### config.mk
export PLATFORM = sky130hd
export DESIGN_NAME = pixel_event_encoder
export DESIGN_NICKNAME = d
export VERILOG_FILES = /design/src/rtl/lib_arbiter_pkg.sv /design/src/rtl/evt_fifo_fwft.sv /design/src/rtl/pixel_event_encoder.sv
export SDC_FILE = /design/constraint.sdc
export NUM_CORES = 1
export LEC_CHECK = 0
export CAP_MARGIN = 20
export CORE_AREA = 2 2 178 180
export CTS_BUF_LIST = sky130_fd_sc_hd__clkbuf_16
export CTS_CLUSTER_SIZE = 14
export DETAILED_ROUTE_END_ITERATION = 6
export DIE_AREA = 0 0 180 182
export GPL_TIMING_DRIVEN = 0
export HOLD_SLACK_MARGIN = 0.1
export PLACE_DENSITY_LB_ADDON = 0.08
export SYNTH_ARGS = -nofsm -noshare
export SYNTH_HDL_FRONTEND = slang
export SYNTH_SLANG_ARGS = --single-unit
export TNS_END_PERCENT = 20
### constraint.sdc
create_clock -name clk_i -period 11.4 [get_ports clk_i]
set_input_delay 2.28 -clock clk_i [delete_from_list [all_inputs] [get_ports clk_i]]
set_output_delay 2.28 -clock clk_i [all_outputs]
set_load 0.05 [all_outputs]
### src/rtl/lib_arbiter_pkg.sv
// Shared types for the pixel arbiter hierarchy and its event encoder.
// Holds the default event word layout and the encoder FSM states.
package lib_arbiter_pkg;

  localparam int ENC_ROW_W = 4;
  localparam int ENC_COL_W = 4;
  localparam int ENC_TS_W  = 16;

  typedef struct packed {
    logic [ENC_TS_W-1:0]  ts;
    logic [ENC_ROW_W-1:0] row;
    logic [ENC_COL_W-1:0] col;
  } evt_word_t;

  // ST_ prefix keeps the state names clear of the HOLDOFF parameter in the encoder.
  typedef enum logic [1:0] {
    ST_IDLE,
    ST_RELEASE,
    ST_HOLDOFF
  } enc_state_t;

endpackage

### src/rtl/evt_fifo_fwft.sv
// First-word-fall-through event FIFO: the head word is visible on data the cycle after it is written.
// A push while full is accepted only when a pop frees a slot at the same edge.
module evt_fifo_fwft #(
  parameter int WIDTH = 24,
  parameter int DEPTH = 8,
  localparam int PTR_W = $clog2(DEPTH),
  localparam int LVL_W = $clog2(DEPTH) + 1
) (
  input  logic             clk,
  input  logic             rst_n,
  input  logic             push,
  input  logic [WIDTH-1:0] push_data,
  input  logic             pop,
  output logic [WIDTH-1:0] data,
  output logic             full,
  output logic             empty,
  output logic [LVL_W-1:0] level
);

  logic [WIDTH-1:0] mem [DEPTH];
  logic [PTR_W-1:0] wr_ptr;
  logic [PTR_W-1:0] rd_ptr;
  logic             do_push;
  logic             do_pop;

  assign full    = (level == LVL_W'(DEPTH));
  assign empty   = (level == '0);
  assign do_pop  = pop && !empty;
  assign do_push = push && (!full || do_pop);
  assign data    = empty ? '0 : mem[rd_ptr];

  // DEPTH is a power of two, so the pointers wrap by natural overflow.
  always_ff @(posedge clk) begin
    if (!rst_n) begin
      wr_ptr <= '0;
      rd_ptr <= '0;
      level  <= '0;
    end else begin
      if (do_push) wr_ptr <= wr_ptr + 1'b1;
      if (do_pop)  rd_ptr <= rd_ptr + 1'b1;
      case ({do_push, do_pop})
        2'b10:   level <= level + 1'b1;
        2'b01:   level <= level - 1'b1;
        default: level <= level;
      endcase
    end
  end

  always_ff @(posedge clk) begin
    if (do_push) mem[wr_ptr] <= push_data;
  end

endmodule

### src/rtl/pixel_event_encoder.sv
// Timestamps each arbiter grant, buffers {ts, row, col} in a FWFT FIFO and pulses grp_release_o.
// state      | meaning
// ST_IDLE    | waiting for active_i; captures unless the FIFO is full (stall)
// ST_RELEASE | one-cycle grp_release_o pulse, loads the holdoff down-counter
// ST_HOLDOFF | lets the arbiter update its grant; exits when the counter reads 0
module pixel_event_encoder
  import lib_arbiter_pkg::*;
#(
  parameter int ROW_W      = ENC_ROW_W,
  parameter int COL_W      = ENC_COL_W,
  parameter int TS_W       = ENC_TS_W,
  parameter int FIFO_DEPTH = 8,
  parameter int HOLDOFF    = 2,
  localparam int EVT_W     = TS_W + ROW_W + COL_W,
  localparam int LVL_W     = $clog2(FIFO_DEPTH) + 1
) (
  input  logic             clk_i,
  input  logic             reset_i,
  input  logic             active_i,
  input  logic [ROW_W-1:0] row_addr_i,
  input  logic [COL_W-1:0] col_addr_i,
  output logic             grp_release_o,
  output logic             evt_valid_o,
  input  logic             evt_ready_i,
  output logic [EVT_W-1:0] evt_data_o,
  output logic [LVL_W-1:0] fifo_level_o,
  output logic             stall_o
);

  localparam int HO_LOAD = (HOLDOFF > 0) ? HOLDOFF - 1 : 0;
  localparam int HO_W    = (HO_LOAD > 0) ? $clog2(HO_LOAD + 1) : 1;

  enc_state_t      state;
  enc_state_t      state_nxt;
  logic [TS_W-1:0] ts;
  logic [HO_W-1:0] ho_cnt;
  logic            fifo_full;
  logic            fifo_empty;
  logic            pop;
  logic            full_eff;
  logic            capture;

  assign evt_valid_o = !fifo_empty;
  assign pop         = evt_valid_o && evt_ready_i;
  // A pop at the same edge frees the slot the capture needs.
  assign full_eff    = fifo_full && !pop;

  always_comb begin
    state_nxt     = state;
    capture       = 1'b0;
    grp_release_o = 1'b0;
    stall_o       = 1'b0;
    case (state)
      ST_IDLE: begin
        if (active_i) begin
          if (full_eff) begin
            stall_o = 1'b1;
          end else begin
            capture   = 1'b1;
            state_nxt = ST_RELEASE;
          end
        end
      end
      ST_RELEASE: begin
        grp_release_o = 1'b1;
        state_nxt     = (HOLDOFF == 0) ? ST_IDLE : ST_HOLDOFF;
      end
      ST_HOLDOFF: begin
        if (ho_cnt == '0) state_nxt = ST_IDLE;
      end
      default: state_nxt = ST_IDLE;
    endcase
  end

  always_ff @(posedge clk_i) begin
    if (!reset_i) state <= ST_IDLE;
    else          state <= state_nxt;
  end

  always_ff @(posedge clk_i) begin
    if (!reset_i) begin
      ts     <= '0;
      ho_cnt <= '0;
    end else begin
      ts <= ts + 1'b1;
      if (state == ST_RELEASE)                  ho_cnt <= HO_W'(HO_LOAD);
      else if (state == ST_HOLDOFF && ho_cnt != '0) ho_cnt <= ho_cnt - 1'b1;
    end
  end

  evt_fifo_fwft #(
    .WIDTH (EVT_W),
    .DEPTH (FIFO_DEPTH)
  ) u_fifo (
    .clk       (clk_i),
    .rst_n     (reset_i),
    .push      (capture),
    .push_data ({ts, row_addr_i, col_addr_i}),
    .pop       (pop),
    .data      (evt_data_o),
    .full      (fifo_full),
    .empty     (fifo_empty),
    .level     (fifo_level_o)
  );

endmodule

# Yosys cells after proc, flatten, opt, wreduce, memory -nomap -nowiden
# Memory sizes are Yosys's and may differ from the RTL's. A register that Yosys moved wholly into a read port is not among the register bits.
# Cells that the tools add are included.
# Widths: inputs -> output; s select.
# totals
ff_bits,29
mem_bits_rw,192
output_inout_bits,31
mem_count,1
# mem_list
memory,words,word_bits,read_ports,rd_clocked_by_memory_dff,write_ports,line,text
u_fifo.mem,8,24,1,1,1,evt_fifo_fwft.sv:20,logic [WIDTH-1:0] mem [DEPTH];
# op_classes
addsub,6
n_eq_ne,8
n_mux,19
n_reduce_logical,14
# ops
op,count
$mux 24,1
$add 16x1->16 const B,1
$mux 1,11
$pmux 4 s2,1
$add 3x1->3 const B,2
$mux 2,3
$mux 3,2
$ne 2x2->1 const B,3
$pmux 2 s3,1
$logic_and 1x1->1,5
$add 4x1->4 const B,1
$eq 2x1->1 const B,2
$eq 2x2->1 const B,2
$eq 4x4->1 const B,1
$logic_not 4->1,1
$reduce_bool 2->1,2
$sub 4x1->4 const B,1
$logic_not 1->1,3
$reduce_and 3->1,1
$logic_not 2->1,1
$logic_or 1x1->1,1
$sub 1x1->1 const B,1

# Logic depth before layout (Yosys ltp)
# depth
ltp_word,11
ltp_mapped,11
mapped_depth_nobuf,10

# Hierarchy
# From an unflattened synthesis, not the netlist that was laid out.
# hier_totals
hier_cells,481
area_unflattened_um2,8884.8
# by_module_without_submodules
module,instances,cells_each,area_per_inst_um2
evt_fifo_fwft,1,388,8023.9
pixel_event_encoder,1,93,860.8

# Least setup slack after synthesis
# No wires, ideal clock.
# synth_timing
path_type,input to register
start,input port active_i
end,"memory u_fifo.mem[0][0], enable pin"
t_arrival_ps,5346
required_time_ps,10934
setup_slack_ps,5588
path_stages,4
cell_sequence,or3b_4 > a31oi_4 > inv_4 > nor4_1
# synth_between
elab_chain_len,5
# synth_rtl
element,line,text
"start, declared",pixel_event_encoder.sv:19,"input logic active_i,"
$mux 1,pixel_event_encoder.sv:55,if (active_i) begin
$mux 1,pixel_event_encoder.sv:53,case (state)
$logic_and 1x1->1,evt_fifo_fwft.sv:29,assign do_push = push && (!full || do_pop);
$mux 1,evt_fifo_fwft.sv:50,if (do_push) mem[wr_ptr] <= push_data;
$mux 1 (not written as such),evt_fifo_fwft.sv:50,
"end, declared",evt_fifo_fwft.sv:20,
# Every way passes these cells.

# Worst setup path after layout
# layout_timing
start,input port active_i
end,output port stall_o
# layout_between
elab_chain_len,2
# layout_rtl
element,line,text
$mux 1,pixel_event_encoder.sv:55,
$mux 1,pixel_event_encoder.sv:53,
"end, declared",pixel_event_encoder.sv:27,output logic stall_o
# Every way passes these cells.

==> key figures <==
Layout
  • Fillers: 2913
  • Post-route cell area: 10840 um^2
  • Layout cells sized above 1: 23.14%
  • Area Growth Syn to Fin: 22.76%
  • Nets@finish: 577

Logic synthesis
  • Synthesized area per cell: 18.86 um^2
  • Post-synth net total: 486
  • Synthesized instance count: 468
  • Synth Cell Area: 8827 um^2
  • FF+latch count, synth: 224
  • Sequential area share after synthesis: 72.57%
  • Synth cell types: 46
  • Yosys warns: 0

Pwr
  • Pleak: 0.003483 uW
  • Power share of the combinational group: 32.4%
  • Pwr Total: 2485 uW
  • Clock power share: 29.4%
  • Switching part of the total: 33.57%
  • Flop pwr share: 38.1%
  • Pint: 1651 uW
  • Cell Pwr Density: 229.3 nW/um^2
  • VDD IR-drop max: 0.0001321 V
  • P_sw: 834.0 uW

CTS
  • CTS resizes: 0
  • Number of CTS-inserted buffers: 26
  • Clock Root Buffer: clkbuf_16
  • Clock slew at reported path FFs: 0.05 ns
  • H-tree lvl count: 1
  • Cts hold-fix bufs: 0
  • Clock sinks: 224
  • Clock Path Buffers: 3
  • Postcts setup bufs: 0
  • Clk_lat worst skew: 0.52 ns
  • CTS tree: built

Die
  • Io pins: 43
  • Die height: 182 um
  • Die ar.: 32760 um^2
  • Core area: 30990 um^2
  • Cell Rows: 65
  • Initial Utilization: 28.49%
  • Die X: 180 um

Placement
  • Setup WS pre-CTS: 5.100 ns
  • Dpl cell area: 10070 um^2
  • GP Congestion: 0.6846
  • HPWL Detailed: 13.41 mm
  • Port-buffer cells: 42

Routing
  • Final Routed Wirelength: 19.96 mm
  • DR pass1 iterations: 5
  • DRT iter0 DRCs: 243
  • Post-route ant nets: 0
  • Drt via density: 4.548
  • Wire length per cell: 20.33 um
  • Vias: 4466
  • Post-route DRC: 0

Global route
  • Global routing met1 resource utilization: 16.58%
  • Vias in the first global route: 4722
  • Grt total ovfl: 0
  • Grt peak-use layer: met2
  • M3 GR Usage: 2.106%
  • Global Route Usage Sum: 12.30%
  • M2 GR Usage: 20.67%
  • Wire length of the first global-routing pass: 30.02 mm
  • Antenna violations before repair: 0
  • Pin count of the biggest net entering global routing: 16

Timing
  • Fmax: 158.7 MHz
  • Slew HR: 35.71%
  • Final setup fails: 0
  • Final worst slack: 5.098 ns
  • Unrepaired setup endpoints after global routing: no
  • Final Skew: 0.01150 ns
  • TNS Setup: 0 ns
  • Hold WS: 0.4866 ns
  • Final hold vios: 0
  • Final slew viol count: 0
  • Post-layout min period: 6.302 ns
  • Slew @ Worst Pin: 0.9571 ns
  • Final period util: 55.28%

Job
  • Max Cap Viol: 0

Critical path
  • Crit path arrival time: 4.02 ns
  • Most common cell on crit path: clkdlybuf4s50_1
  • CP Capture Type: output port
  • Critical Path Fanout Max: 2
  • Buffers & Inverters on Critical Path: 2
  • Critical Path Slowest Stage Cell: clkdlybuf4s50_1
  • CP peak stage delay: 0.81 ns
  • WP data required: 9.12 ns
  • Crit path kind: in -> out
  • Cell family with most CP delay: buffers and inverters
  • Critical Path Start Type: primary input
  • Worst-path cell chain: clkdlybuf4s50_1, or3b_4, nor2_1, clkdlybuf4s50_1

Hold path
  • Hold WC Path Type: reg -> reg

Status
  • Outcome: finished clean
registers in the layout, summed over array words and instances, names as in the netlist, named ones only:
| signal | flops |
|---|---|
| ts | 16 |
| u_fifo.wr_ptr | 3 |
| ho_cnt | 1 |
| u_fifo.level | 4 |
| u_fifo.mem | 192 |
| u_fifo.rd_ptr | 3 |
| state | 2 |
area by class of cell:
type / count / area, um^2 / share of cell area [%]
inverter: 10 / 40.04 / 0.3695
tap: 402 / 503.0 / 4.642
buffer: 19 / 103.9 / 0.9583
antenna: 1 / 2.502 / 0.02309
clock buffer: 27 / 675.6 / 6.235
timing repair buffer: 63 / 691.9 / 6.385
sequential: 224 / 6406 / 59.12
clock inverter: 21 / 91.34 / 0.8429
multi-input combinational: 215 / 2322 / 21.43
metrics by stage:
step | util [%] | std cells
global placement | 31.47 | 912
floorplan | - | 468
finish | 34.97 | 982
CTS | 34.96 | 981
global route | 34.96 | 981
detailed placement | 32.49 | 933
final timing paths:
kind	start	endpoint	slack [ns]	cells after the start
setup / recovery	active_i	stall_o	5.10	4
setup reg to reg	u_fifo.level[1]	u_fifo.level[2]	8.35	10
hold / removal	ho_cnt	ho_cnt	0.49	2
hold reg to reg	ho_cnt	ho_cnt	0.49	2
worst register-to-register path, stage by stage (launching register included):
cell and delay [ns]:
dfxtp_1 0.30, buf_2 0.18, nor4_4 0.85, nor2_1 0.26, ha_1 0.36, xor2_1 0.17
ha_1 0.19, a21oi_1 0.14, xor2_1 0.09, or3_1 0.31, a21oi_1 0.14
power by group through the flow:
| stage | clock network, uW | registers, uW | logic (uW) |
|---|---|---|---|
| floorplan | 0 | 979 | 539 |
| global route | 795 | 951 | 861 |
| CTS | 762 | 947 | 825 |
| detailed placement | 0 | 965 | 822 |
| global placement | 0 | 965 | 808 |
| finish | 732 | 947 | 806 |
layer usage:
metal	wire, um	vias up
met3	874	24
met5	0	-
met2	9750	72
li1	-	2043
met1	9020	2327
met4	318	0
cells by family after synthesis:
kind of cell / Yosys count / share of synthesized area [%]
DFF: 224 / 72.57
xor gates and xnor gates: 17 / 1.687
adders and majority gates: 6 / 0.8504
and+or+nand+nor: 99 / 6.478
muxes: 77 / 15.54
buffers and inverters: 29 / 1.630
AOI/OAI and AO/OA: 16 / 1.247
cell usage in the layout, fill, tap and decap left out, types with 4 or more instances in the layout:
| cell | count |
|---|---|
| buf_6 | 12 |
| clkdlybuf4s50_1 | 42 |
| xnor2_1 | 8 |
| edfxtp_1 | 192 |
| inv_1 | 16 |
| a21oi_1 | 7 |
| nand3_1 | 7 |
| mux2i_1 | 29 |
| nand2_1 | 11 |
| clkbuf_1 | 7 |
| clkinv_2 | 4 |
| mux4_2 | 48 |
| ha_1 | 6 |
| buf_8 | 8 |
| dfxtp_1 | 32 |
| clkbuf_16 | 27 |
| xor2_1 | 9 |
| buf_2 | 8 |
| clkinv_1 | 7 |
| nor2_1 | 48 |
Yosys cell counts, drive strengths merged:
library cell,instances,share of area (%)
edfxtp,192,65
nor2,49,2.1
mux4,48,12
dfxtp,32,7.3
mux2i,29,3.3
buf,12,0.88
nand2,12,0.54
inv,9,0.41
xor2,9,0.89
xnor2,8,0.79
a21oi,7,0.40
clkbuf,7,0.30
nand3,7,0.40
ha,6,0.85
nor3,6,0.40
nor4,4,0.60
o21ai,4,0.23
nand2b,3,0.21
nand3b,3,0.26
nand4,3,0.35
nor3b,3,0.37
nor4b,3,0.71
or3,2,0.20
a21bo,1,0.11
a31oi,1,0.24
a32o,1,0.11
and2,1,0.071
and3,1,0.071
and4,1,0.099
clkinv,1,0.042
o22ai,1,0.071
o31ai,1,0.085
or3b,1,0.13
No activity file was read; power rests on OpenSTA's default activity.
